[src/rtl/reg_status_ctrl_pkg.sv]
// rtl/reg_status_ctrl_pkg.sv - shared widths, NO_TAG, FSM state and entry types for reg_status_ctrl
package reg_status_ctrl_pkg;

  localparam int W = 9;
  localparam logic [W-1:0] NO_TAG = '1;

  typedef enum logic {
    ST_INIT = 1'b0,
    ST_RUN  = 1'b1
  } state_t;

  typedef struct packed {
    logic [W-1:0] data;
    logic [W-1:0] label;
  } entry_t;

endpackage

[src/rtl/reg_status_entry.sv]
// rtl/reg_status_entry.sv - one register-status entry: init write, CDB retire by tag, rename wins the label
module reg_status_entry
  import reg_status_ctrl_pkg::*;
(
  input  logic         clk,
  input  logic         rst,
  input  logic         init_wr,
  input  logic [W-1:0] init_data,
  input  logic         rename_en,
  input  logic [W-1:0] rename_tag,
  input  logic         retire_en,
  input  logic [W-1:0] cdb_tag,
  input  logic [W-1:0] cdb_data,
  output logic [W-1:0] data,
  output logic [W-1:0] label,
  output logic [W-1:0] label_nxt
);

  entry_t cur, nxt;
  logic   hit;

  always_comb begin
    nxt = cur;
    hit = retire_en && (cur.label == cdb_tag);
    if (init_wr) begin
      nxt.data  = init_data;
      nxt.label = NO_TAG;
    end else begin
      if (hit) begin
        nxt.data  = cdb_data;
        nxt.label = NO_TAG;
      end
      if (rename_en) nxt.label = rename_tag;
    end
  end

  // Only the label is reset so pending producers are dropped at once; data waits for the walk.
  always_ff @(posedge clk) begin
    if (rst) begin
      cur.label <= NO_TAG;
    end else begin
      cur <= nxt;
    end
  end

  assign data      = cur.data;
  assign label     = cur.label;
  assign label_nxt = nxt.label;

endmodule

[src/rtl/reg_status_ctrl.sv]
// rtl/reg_status_ctrl.sv - register-status controller: init walk, rename, CDB retire, registered reads (REG_CDB_BYPASS_EN)
module reg_status_ctrl
  import reg_status_ctrl_pkg::*;
#(
  parameter int          NREG      = 8,
  parameter int          W         = reg_status_ctrl_pkg::W,
  parameter logic [W-1:0] INIT_DATA = 9'd2
) (
  input  logic                      clk,
  input  logic                      rst,
  input  logic                      issue_valid,
  input  logic [$clog2(NREG)-1:0]   issue_rd,
  input  logic [W-1:0]              issue_tag,
  output logic                      issue_ready,
  input  logic [$clog2(NREG)-1:0]   rs_addr,
  input  logic [$clog2(NREG)-1:0]   rt_addr,
  output logic [W-1:0]              rs_data,
  output logic [W-1:0]              rt_data,
  output logic [W-1:0]              rs_label,
  output logic [W-1:0]              rt_label,
  input  logic                      cdb_valid,
  input  logic [W-1:0]              cdb_tag,
  input  logic [W-1:0]              cdb_data,
  output logic                      init_busy,
  output logic [$clog2(NREG):0]     pending_count
);

  localparam int AW = $clog2(NREG);

  state_t        state, state_nxt;
  logic [AW-1:0] idx, idx_nxt;
  logic          run, retire_en, rename_ok;
  logic [W-1:0]  ent_data  [NREG];
  logic [W-1:0]  ent_label [NREG];
  logic [W-1:0]  ent_lnxt  [NREG];
  logic [AW:0]   pend_nxt;

  always_ff @(posedge clk) begin
    if (rst) begin
      state <= ST_INIT;
      idx   <= '0;
    end else begin
      state <= state_nxt;
      idx   <= idx_nxt;
    end
  end

  always_comb begin
    state_nxt = state;
    idx_nxt   = idx;
    if (state == ST_INIT) begin
      idx_nxt = idx + 1'b1;
      if (idx == AW'(NREG - 1)) state_nxt = ST_RUN;
    end
  end

  assign run         = (state == ST_RUN);
  assign issue_ready = run;
  assign init_busy   = !run;
  assign retire_en   = run && cdb_valid && (cdb_tag != NO_TAG);
  assign rename_ok   = run && issue_valid && (issue_tag != NO_TAG);

  for (genvar i = 0; i < NREG; i++) begin : g_ent
    reg_status_entry u_ent (
      .clk        (clk),
      .rst        (rst),
      .init_wr    (!run && (idx == AW'(i))),
      .init_data  (INIT_DATA),
      .rename_en  (rename_ok && (issue_rd == AW'(i))),
      .rename_tag (issue_tag),
      .retire_en  (retire_en),
      .cdb_tag    (cdb_tag),
      .cdb_data   (cdb_data),
      .data       (ent_data[i]),
      .label      (ent_label[i]),
      .label_nxt  (ent_lnxt[i])
    );
  end

  always_comb begin
    pend_nxt = '0;
    for (int i = 0; i < NREG; i++) begin
      pend_nxt = pend_nxt + (AW+1)'(ent_lnxt[i] != NO_TAG);
    end
  end

  always_ff @(posedge clk) begin
    if (rst) begin
      rs_data       <= '0;
      rt_data       <= '0;
      rs_label      <= NO_TAG;
      rt_label      <= NO_TAG;
      pending_count <= '0;
    end else begin
      pending_count <= pend_nxt;
`ifdef REG_CDB_BYPASS_EN
      // Forward only the retiring result; a same-cycle rename is seen one cycle later.
      if (retire_en && ent_label[rs_addr] == cdb_tag) begin
        rs_data  <= cdb_data;
        rs_label <= NO_TAG;
      end else begin
        rs_data  <= ent_data[rs_addr];
        rs_label <= ent_label[rs_addr];
      end
      if (retire_en && ent_label[rt_addr] == cdb_tag) begin
        rt_data  <= cdb_data;
        rt_label <= NO_TAG;
      end else begin
        rt_data  <= ent_data[rt_addr];
        rt_label <= ent_label[rt_addr];
      end
`else
      rs_data  <= ent_data[rs_addr];
      rs_label <= ent_label[rs_addr];
      rt_data  <= ent_data[rt_addr];
      rt_label <= ent_label[rt_addr];
`endif
    end
  end

endmodule

[config.mk]
export PLATFORM = sky130hd
export DESIGN_NAME = reg_status_ctrl
export DESIGN_NICKNAME = d
export VERILOG_FILES = /design/src/rtl/reg_status_ctrl_pkg.sv /design/src/rtl/reg_status_entry.sv /design/src/rtl/reg_status_ctrl.sv
export SDC_FILE = /design/constraint.sdc
export NUM_CORES = 1
export LEC_CHECK = 0
export ABC_AREA = 1
export CAP_MARGIN = 10
export CORE_ASPECT_RATIO = 0.9
export CORE_MARGIN = 5
export CORE_UTILIZATION = 30
export CTS_BUF_LIST = sky130_fd_sc_hd__clkbuf_4
export CTS_CLUSTER_SIZE = 8
export DETAILED_ROUTE_END_ITERATION = 7
export PLACE_DENSITY_LB_ADDON = 0.2
export SETUP_SLACK_MARGIN = 0.15
export SLEW_MARGIN = 5
export SYNTH_ARGS = -nofsm -noshare
export SYNTH_HDL_FRONTEND = slang
export SYNTH_SLANG_ARGS = --single-unit
[constraint.sdc]
create_clock -name clk -period 5.6 [get_ports clk]
set_clock_uncertainty 0.15 [all_clocks]
set_input_delay 0.84 -clock clk [delete_from_list [all_inputs] [get_ports clk]]
set_output_delay 0.84 -clock clk [all_outputs]
set_load 0.02 [all_outputs]
==> flow_summary.toml <==
[power]
power.total_mw = 2.719
leakage_nw = 6.341
vdd_drop_max_mv = 0.1305
power_density_nw_per_um2 = 199.5

[global_routing]
grt_overflow = 0
track_usage_pct = 21.96
grt_pass1_vias = 11460
grt_max_degree = 76
antenna_found_initial = 2
grt_pass1_wl_mm = 72.44

[placed_design]
place_congestion = 1.010
post-place-cells = 2284
io_buffer_count = 81
place_hpwl_mm = 36.58

[sta]
rsz0062_at_grt = "no"
slew_violations = 0
finalSetupTns_ps = 0
fmax_ghz = 0.2028
hold_slack_ps = 403.8
relSlewSlack_pct = 16.65
fin_crit_sh_pct = 88.05
final_hold_viol_count = 0
finalCriticalPeriod_ps = 4931
tightest_slew_ps = 1250
setup_viol = 0

[run]
max_cap_viol_count = 0

[clocking]
cts_buffers = 17
root_buffer = "clkbuf_4"
cts_sinks = 188
cts_buffer_depth = 2
clk_latency_ps = 660
path_clk_slew_ps = 170
post_cts_buffers = 0
cts_repair_resize_count = 0
cts_tree = "yes"
cts_hold_buf = 0
h-tree-depth = 4

[route]
finalWirelength_mm = 48.95
vias = 12320
wl_per_cell_um = 21.10
drt-vias-per-instance = 5.309
antenna_left = 0
dr.first_iter.drc_count = 1268
drc = 0
dr.pass1.iters = 7

[logic_synthesis]
synth_fa_ha_area_share_pct = 1.612
yosys_most_used_dff = "dfxtp_1"
synth_seq_area_share_pct = 37.52
synth-simple-area-share_pct = 33.20
synth_xor_area_share_pct = 2.419
syn_avg_cell_area_um2 = 6.976
yosys.cell_count.top_type = "nand2_1"
ys_warn_count = 0
synth_top_family_by_area = "simple AND/OR/NAND/NOR gates"
synthCells = 1713
synth-async-reset-ratio_pct = 0
ys_top_cells_by_area = "dfxtp_1 (19%), edfxtp_1 (18%), nand2_1 (13%), nand3_1 (7.7%), o21ai_0 (5.9%)"
synthTopCellsByCount = "nand2_1 (425), nand3_1 (185), inv_1 (177)"
synth_seq_cells = 188
synth-edff-count = 72
ys_types = 42
syn-cell-area_um2 = 11950
mappedNetlistNets = 1766
synth_area_leader_cell = "dfxtp_1"
synth_top_cell_area_share_pct = 19.43
synth_compound_area_share_pct = 14.25
synthMuxAreaShare_pct = 0

[die]
die_area_um2 = 43930
fp.dieH_um = 199.3
core-area_um2 = 39450
row_count = 69
start_util_pct = 30.29
io_pins = 82
die_w_um = 220.4

[run_status]
status = "finished, final reports clean"

[worst_hold_path]
worstHoldPathType = "reg2reg"
holdPathStages = 2

[final_layout]
syn_to_final_growth_pct = 14.05
drive_above_1_share_pct = 8.011
fillers = 4317
final_nets = 1825
stdcell_count = 2320

[worst_setup_path]
path_max_fanout = 10
cp.required_ps = 5960
startpoint_type = "primary input"
reg2reg_depth = 21
cp-end-kind = "register"
crit_type = "in2reg"
critPathArrivalTime_ps = 5290
## critical path: stages
cell,delay [ps]
clkdlybuf4s50_1,760
buf_4,210
xnor2_1,110
nand3_1,80
nor2_1,110
nand3_2,210
nand2_1,130
nand2_1,70
nand2_1,60
nand2_1,50
nor2_1,120
nand3_1,110
fa_1,490
inv_1,50
fa_1,470
fa_1,500
inv_1,50
ha_1,210
fa_1,430
xnor2_1,180
nor2_1,60
## power breakdown
group	internal [mW]	switching [mW]	total [mW]	leakage, nW
clock network	0.191	0.553	0.743	0.141
logic	0.163	0.348	0.510	4.58
registers	1.45	0.0131	1.47	1.62
## per-stage QoR
stage	setup WS (ps)	instance area (um2)	util (%)
after floorplan	928.9	11950	-
after global placement	65.30	13370	33.89
after detailed placement	52.46	13370	33.89
after CTS	723.0	13610	34.51
after global routing	419.4	13630	34.54
final	669.2	13630	34.54
## path summary, 6_finish.rpt
path	to	from	slack, ps
worst max-delay path	pending_count[2]$_SDFF_PP0_	cdb_tag[1]	670
worst max register to register	pending_count[2]$_SDFF_PP0_	issue_ready$_SDFF_PP0_	850
worst min register to register	idx[1]$_SDFFE_PP0N_	idx[1]$_SDFFE_PP0N_	400
worst min-delay path	idx[1]$_SDFFE_PP0N_	idx[1]$_SDFFE_PP0N_	400
## layer usage
layer / track usage (%) / wire length, um
met1: 31.39 / 22350
met2: 33.49 / 21310
met3: 4.499 / 4086
met4: 6.610 / 1201
met5: 0 / 0
## registers in the layout, indices dropped and copies added, names as in the netlist
| name | cells |
|---|---|
| pending_count | 4 |
| rs_label | 9 |
| rt_label | 9 |
| idx | 3 |
| g_ent.u_ent.label | 72 |
| rt_data | 9 |
| g_ent.u_ent.data | 72 |
| issue_ready | 1 |
| rs_data | 9 |
## final cells by class
type	instances	area, um2	area share, %
diodes	3	7.507	0.05508
multi-input cells	1224	6152	45.14
inverters	191	724.4	5.315
clock buffers	18	135.1	0.9915
repair buffers	150	1351	9.915
flip-flops and latches	188	4484	32.90
clock inverters	14	108.9	0.7987
well taps	532	665.6	4.884
## cell usage in the layout (no fill, tap or decap), types with 33 or more instances in the layout
cell	netlist	routed
inv_1	177	178
nor2_1	103	103
nand4_1	73	73
o211ai_1	57	57
xnor2_1	33	33
nand3_1	185	185
dfxtp_1	116	116
edfxtp_1	72	72
nand2_1	425	425
clkdlybuf4s50_1	0	77
nor3_1	43	43
buf_4	11	68
a21oi_1	87	87
o21ai_0	142	142
## cell families after synthesis
logic type      Yosys count
xor+xnor                 33
flops                   188
fa+ha+maj                13
buf+inv                 301
simple gates            872
compound gates          306
Note: power is estimated with default switching activity, not from simulation.
